<file path="config.mk">
export PLATFORM = sky130hd
export DESIGN_NAME = seq_divider
export DESIGN_NICKNAME = d
export VERILOG_FILES = /design/src/rtl/seq_divider.sv
export SDC_FILE = /design/constraint.sdc
export NUM_CORES = 1
export LEC_CHECK = 0
export ABC_CLOCK_PERIOD_IN_PS = 5720
export BUFFER_PORTS_ARGS = -buffer_cell sky130_fd_sc_hd__buf_2
export CORE_ASPECT_RATIO = 0.8
export CORE_MARGIN = 4
export CORE_UTILIZATION = 25
export DETAILED_ROUTE_END_ITERATION = 10
export PLACE_DENSITY_LB_ADDON = 0.08
export SYNTH_ARGS = -nofsm -noshare
export SYNTH_HDL_FRONTEND = slang
export SYNTH_SLANG_ARGS = --single-unit
export TNS_END_PERCENT = 1
</file>
<file path="constraint.sdc">
create_clock -name clk -period 5.72 [get_ports clk]
set_input_delay 0.286 -clock clk [delete_from_list [all_inputs] [get_ports clk]]
set_output_delay 0.286 -clock clk [all_outputs]
set_load 0.05 [all_outputs]
</file>
<file path="src/rtl/seq_divider.sv">
// Iterative restoring divider: one quotient bit per clock, done pulse 6 cycles after the accepting edge.
// start is sampled only in IDLE and is dropped (not queued) while busy or done.
module seq_divider #(
  parameter int DIVIDEND_W = 6,
  parameter int DIVISOR_W  = 3
) (
  input  logic                  clk,
  input  logic                  rst_n,
  input  logic                  start,
  input  logic [DIVIDEND_W-1:0] dividend,
  input  logic [DIVISOR_W-1:0]  divisor,
  output logic                  busy,
  output logic                  done,
  output logic [DIVIDEND_W-1:0] quotient,
  output logic [DIVISOR_W-1:0]  remainder,
  output logic                  div_by_zero
);

  localparam int PR_W  = DIVISOR_W + 1;
  localparam int CNT_W = (DIVIDEND_W > 1) ? $clog2(DIVIDEND_W) : 1;

  typedef enum logic [1:0] {IDLE, CALC, DONE} state_t;

  state_t                state_q, state_d;
  logic [DIVIDEND_W-1:0] dvd_q, dvd_d;
  logic [DIVISOR_W-1:0]  dsr_q, dsr_d;
  logic [DIVISOR_W-1:0]  pr_q, pr_d;
  logic [CNT_W-1:0]      cnt_q, cnt_d;
  logic                  busy_q, busy_d;
  logic                  done_q, done_d;
  logic [DIVIDEND_W-1:0] quo_q, quo_d;
  logic [DIVISOR_W-1:0]  rem_q, rem_d;
  logic                  dbz_q, dbz_d;

  logic [PR_W-1:0]       trial;
  logic                  ge;

  // The dividend register doubles as the quotient register: dividend bits
  // leave at the MSB while quotient bits enter at the LSB. pr stays below
  // the divisor, so it fits in DIVISOR_W bits between iterations.
  always_comb begin
    trial = {pr_q, dvd_q[DIVIDEND_W-1]};
    ge    = (trial >= {1'b0, dsr_q});

    state_d = state_q;
    dvd_d   = dvd_q;
    dsr_d   = dsr_q;
    pr_d    = pr_q;
    cnt_d   = cnt_q;
    busy_d  = busy_q;
    done_d  = 1'b0;
    quo_d   = quo_q;
    rem_d   = rem_q;
    dbz_d   = dbz_q;

    case (state_q)
      IDLE: begin
        if (start) begin
          dvd_d = dividend;
          dsr_d = divisor;
          pr_d  = '0;
          cnt_d = CNT_W'(DIVIDEND_W - 1);
          quo_d = '0;
          rem_d = '0;
          dbz_d = 1'b0;
          if (divisor == '0) begin
            state_d = DONE;
            done_d  = 1'b1;
            quo_d   = '1;
            dbz_d   = 1'b1;
          end else begin
            state_d = CALC;
            busy_d  = 1'b1;
          end
        end
      end
      CALC: begin
        dvd_d = {dvd_q[DIVIDEND_W-2:0], ge};
        pr_d  = ge ? DIVISOR_W'(trial - {1'b0, dsr_q}) : DIVISOR_W'(trial);
        if (cnt_q == '0) begin
          state_d = DONE;
          busy_d  = 1'b0;
          done_d  = 1'b1;
          quo_d   = dvd_d;
          rem_d   = pr_d;
        end else begin
          cnt_d = cnt_q - 1'b1;
        end
      end
      DONE: begin
        state_d = IDLE;
      end
      default: begin
        state_d = IDLE;
        busy_d  = 1'b0;
      end
    endcase
  end

  always_ff @(posedge clk or negedge rst_n) begin
    if (!rst_n) begin
      state_q <= IDLE;
      dvd_q   <= '0;
      dsr_q   <= '0;
      pr_q    <= '0;
      cnt_q   <= '0;
      busy_q  <= 1'b0;
      done_q  <= 1'b0;
      quo_q   <= '0;
      rem_q   <= '0;
      dbz_q   <= 1'b0;
    end else begin
      state_q <= state_d;
      dvd_q   <= dvd_d;
      dsr_q   <= dsr_d;
      pr_q    <= pr_d;
      cnt_q   <= cnt_d;
      busy_q  <= busy_d;
      done_q  <= done_d;
      quo_q   <= quo_d;
      rem_q   <= rem_d;
      dbz_q   <= dbz_d;
    end
  end

  assign busy        = busy_q;
  assign done        = done_q;
  assign quotient    = quo_q;
  assign remainder   = rem_q;
  assign div_by_zero = dbz_q;

endmodule

</file>
==> qor.csv <==
stage,metric,value,unit
sta,setup violators final,0,
route,DR vias/cell,4.266,
sta,clk_skew,0.006583,ns
placement,GPL Wtd Cong,0.7727,
synthesis,post-synth top area share,49.53,%
synthesis,post-synth cell types,34,
clock_tree,PostCTS Resize Cnt,0,
worst_setup_path,CP max stage cell,nor2b_1,
worst_setup_path,R2R depth,4,
global_routing,grt ovf,0,
clock_tree,Num CTS Buffers,5,
route,1st-pass router iterations,4,
synthesis,prevailing post-synth register cell,dfrtp_1,
floorplanning,Cell Rows,24,
floorplanning,Die Area,7157,um^2
worst_setup_path,worst-path fanout max,12,
worst_setup_path,reg-to-reg setup timing slack,3.72,ns
synthesis,Area contributors post-synth,"dfrtp_1 50%, a21oi_1 6.8%, ha_1 4.3%, mux2i_1 4.1%, nand2_1 3.8%",
route,drc violations,0,
global_routing,vias in the first global route,1128,
synthesis,Async SR Flop Fraction,100.0,%
sta,Rel. slew slack,39.63,%
sta,fmax,498.8,MHz
status,outcome,completed,
synthesis,Avg Inst Size Synth,10.04,um^2
clock_tree,CTS max path bufs,2,
worst_setup_path,reg2reg end,remainder[2],
worst_setup_path,critical path class,flop to flop,
global_routing,first-pass GRT wire length,5.623,mm
sta,Final Critical Period,2.005,ns
floorplanning,Core Footprint,5555,um^2
synthesis,Syn Nets,164,
synthesis,top-count cell post-synth,dfrtp_1,
clock_tree,clk_lat worst skew,0.28,ns
finish,share of layout cells above drive strength 1,22.94,%
worst_setup_path,CP Cell Sequence,"nor2b_1, o211ai_1, a211o_1, a2bb2oi_2",
finish,Finished Core Util,30.81,%
sta,Tcrit/Tclk final,35.05,%
route,DRT iter0 DRCs,29,
finish,"Design Area, Final",1712,um^2
sta,post-route setup TNS,0,ns
worst_setup_path,Slowest Stage Delay on Critical Path,0.75,ns
finish,Antenna Diode Count,0,
worst_setup_path,Buf/Inv on CP,0,
floorplanning,Ports,24,
clock_tree,"Reg clk slew, reported paths",0.06,ns
flow_run,# Max-Cap Violations,0,
sta,hold slack,0.04511,ns
global_routing,initial antenna violation count,0,
synthesis,Synthesis Warnings,0,
synthesis,Synth area leader,dfrtp_1,
synthesis,Post-Syn Instances,146,
sta,RSZ-0062 raised after global routing,false,
worst_setup_path,R2R Path Start,state_q[0],
synthesis,post-synthesis sequential area ratio,49.53,%
finish,Final nets,187,
clock_tree,setup bufs post-CTS,0,
route,ANT nets after route,0,
finish,P&R area growth vs syn,16.82,%
placement,post-DP HPWL,2.553,mm
clock_tree,CTS H-tree depth,2,
worst_hold_path,worst hold path type,input port to asynchronous set/reset pin,
floorplanning,die height,76.47,um
route,WL final,3.477,mm
sta,final hold violations,0,
worst_setup_path,critical path required time,5.93,ns
synthesis,Mapped Area,1465,um^2
worst_setup_path,Top Family by Delay on Critical Path,simple AND/OR/NAND/NOR gates,
clock_tree,hold_buf cts,0,
global_routing,all-layer global routing usage,10.44,%
power,PD cells,677.0,nW/um^2
clock_tree,clk sink count,29,
synthesis,Synth Register Bits,29,
worst_setup_path,critical path depth,4,
floorplanning,Die X,93.59,um
sta,Worst-Margin Slew,0.9037,ns
placement,Port Buf Inserts,23,
floorplanning,Initial Utilization,26.37,%
route,via count,1058,
worst_setup_path,CP Launch Type,flop,
power,Max VDD drop,174.4,uV
worst_setup_path,endpoint class of the critical path,flop,
synthesis,most frequent cells after synthesis,"29 x dfrtp_1, 20 x a21oi_1, 15 x nand2_1",
global_routing,largest net degree at the start of global routing,30,
clock_tree,root buffer cell,clkbuf_8,
synthesis,number of synthesized flops with an enable pin,0,
power,Lkg Pwr,0.0007915,uW
placement,placed cell areas,1629,um^2
worst_setup_path,Worst Path Arrival,2.21,ns
finish,Post-Layout Cell Count,248,
placement,placed cell count,240,
sta,max-slew violation count,0,
clock_tree,CTS tree,yes,
route,Routed WL per cell,14.02,um
cell families (layout without fill, tap and decap cells):
kind of cell,count (synthesis),count (layout),share of synthesized area [%]
AO/OA/AOI/OAI,42,42,17.34
adder cells (fa/ha/maj),6,6,5.636
buffers and inverters,17,41,5.892
flip-flops,29,29,49.53
multiplexers,7,7,4.868
AND/OR/NAND/NOR,45,45,16.74
flip-flops by register name, indices dropped and copies added, names as in the netlist:
name         flops
state_q          2
busy             1
cnt_q            3
dsr_q            3
pr_q             3
remainder        3
div_by_zero      1
dvd_q            6
quotient         6
done             1
metrics by stage:
stage | power, uW | setup WS (ns)
floorplan | 890.9 | 3.842
global route | 1264 | 3.557
global placement | 1009 | 3.729
CTS | 1178 | 3.684
finish | 1159 | 3.715
detailed placement | 1008 | 3.690
cell type report:
type	instances	area, um^2
clock buffers	6	72.57
fillers	591	3844
repair buffers	23	115.1
multi-input cells	100	653.1
clock inverters	2	10.01
inverters	10	37.54
well taps	78	97.59
flip-flops and latches	29	725.7
how the worst max path moves through the flow:
stage	from	endpoint	slack (ns)
after floorplan	dvd_q[5]	remainder[2]	3.84
after global placement	state_q[0]	remainder[2]	3.73
after detailed placement	state_q[0]	remainder[2]	3.69
after CTS	state_q[0]	remainder[2]	3.68
after global routing	state_q[0]	remainder[2]	3.56
final	state_q[0]	remainder[2]	3.72
metal layers:
metal / track usage, % / part of all wire, % / wire (um) / vias to the layer above
met4: 4.618 / 2.0 / 68 / 0
li1: - / - / - / 541
met3: 3.554 / 4.0 / 138 / 10
met2: 14.70 / 43 / 1482 / 23
met1: 14.35 / 51 / 1787 / 484
met5: 0 / 0 / 0 / -
report_power, final:
part	switching [uW]	internal, uW
combinational	400	220
clock	77.5	84.1
sequential	74.8	303
worst register-to-register path: stages, from the launching register on:
cell and delay [ns]:
dfrtp_1 0.55, nor2b_1 0.75, o211ai_1 0.22, a211o_1 0.30, a2bb2oi_2 0.14
cells in the final DEF, fill, tap and decap left out, types with 2 or more instances in the layout:
cell type / synthesis / layout
a211o_1: 2 / 2
nand2_1: 15 / 15
mux2i_1: 6 / 6
a21oi_1: 20 / 20
clkbuf_8: 0 / 5
nand3_1: 2 / 2
clkinv_2: 0 / 2
nor3_1: 3 / 3
inv_1: 10 / 10
nor2_2: 2 / 2
o22ai_1: 3 / 3
o21ai_0: 9 / 9
nor2_1: 8 / 8
dfrtp_1: 29 / 29
buf_2: 3 / 23
ha_1: 5 / 5
nor2b_1: 4 / 4
nand2b_1: 5 / 5
(Power assumes the default switching activity.)
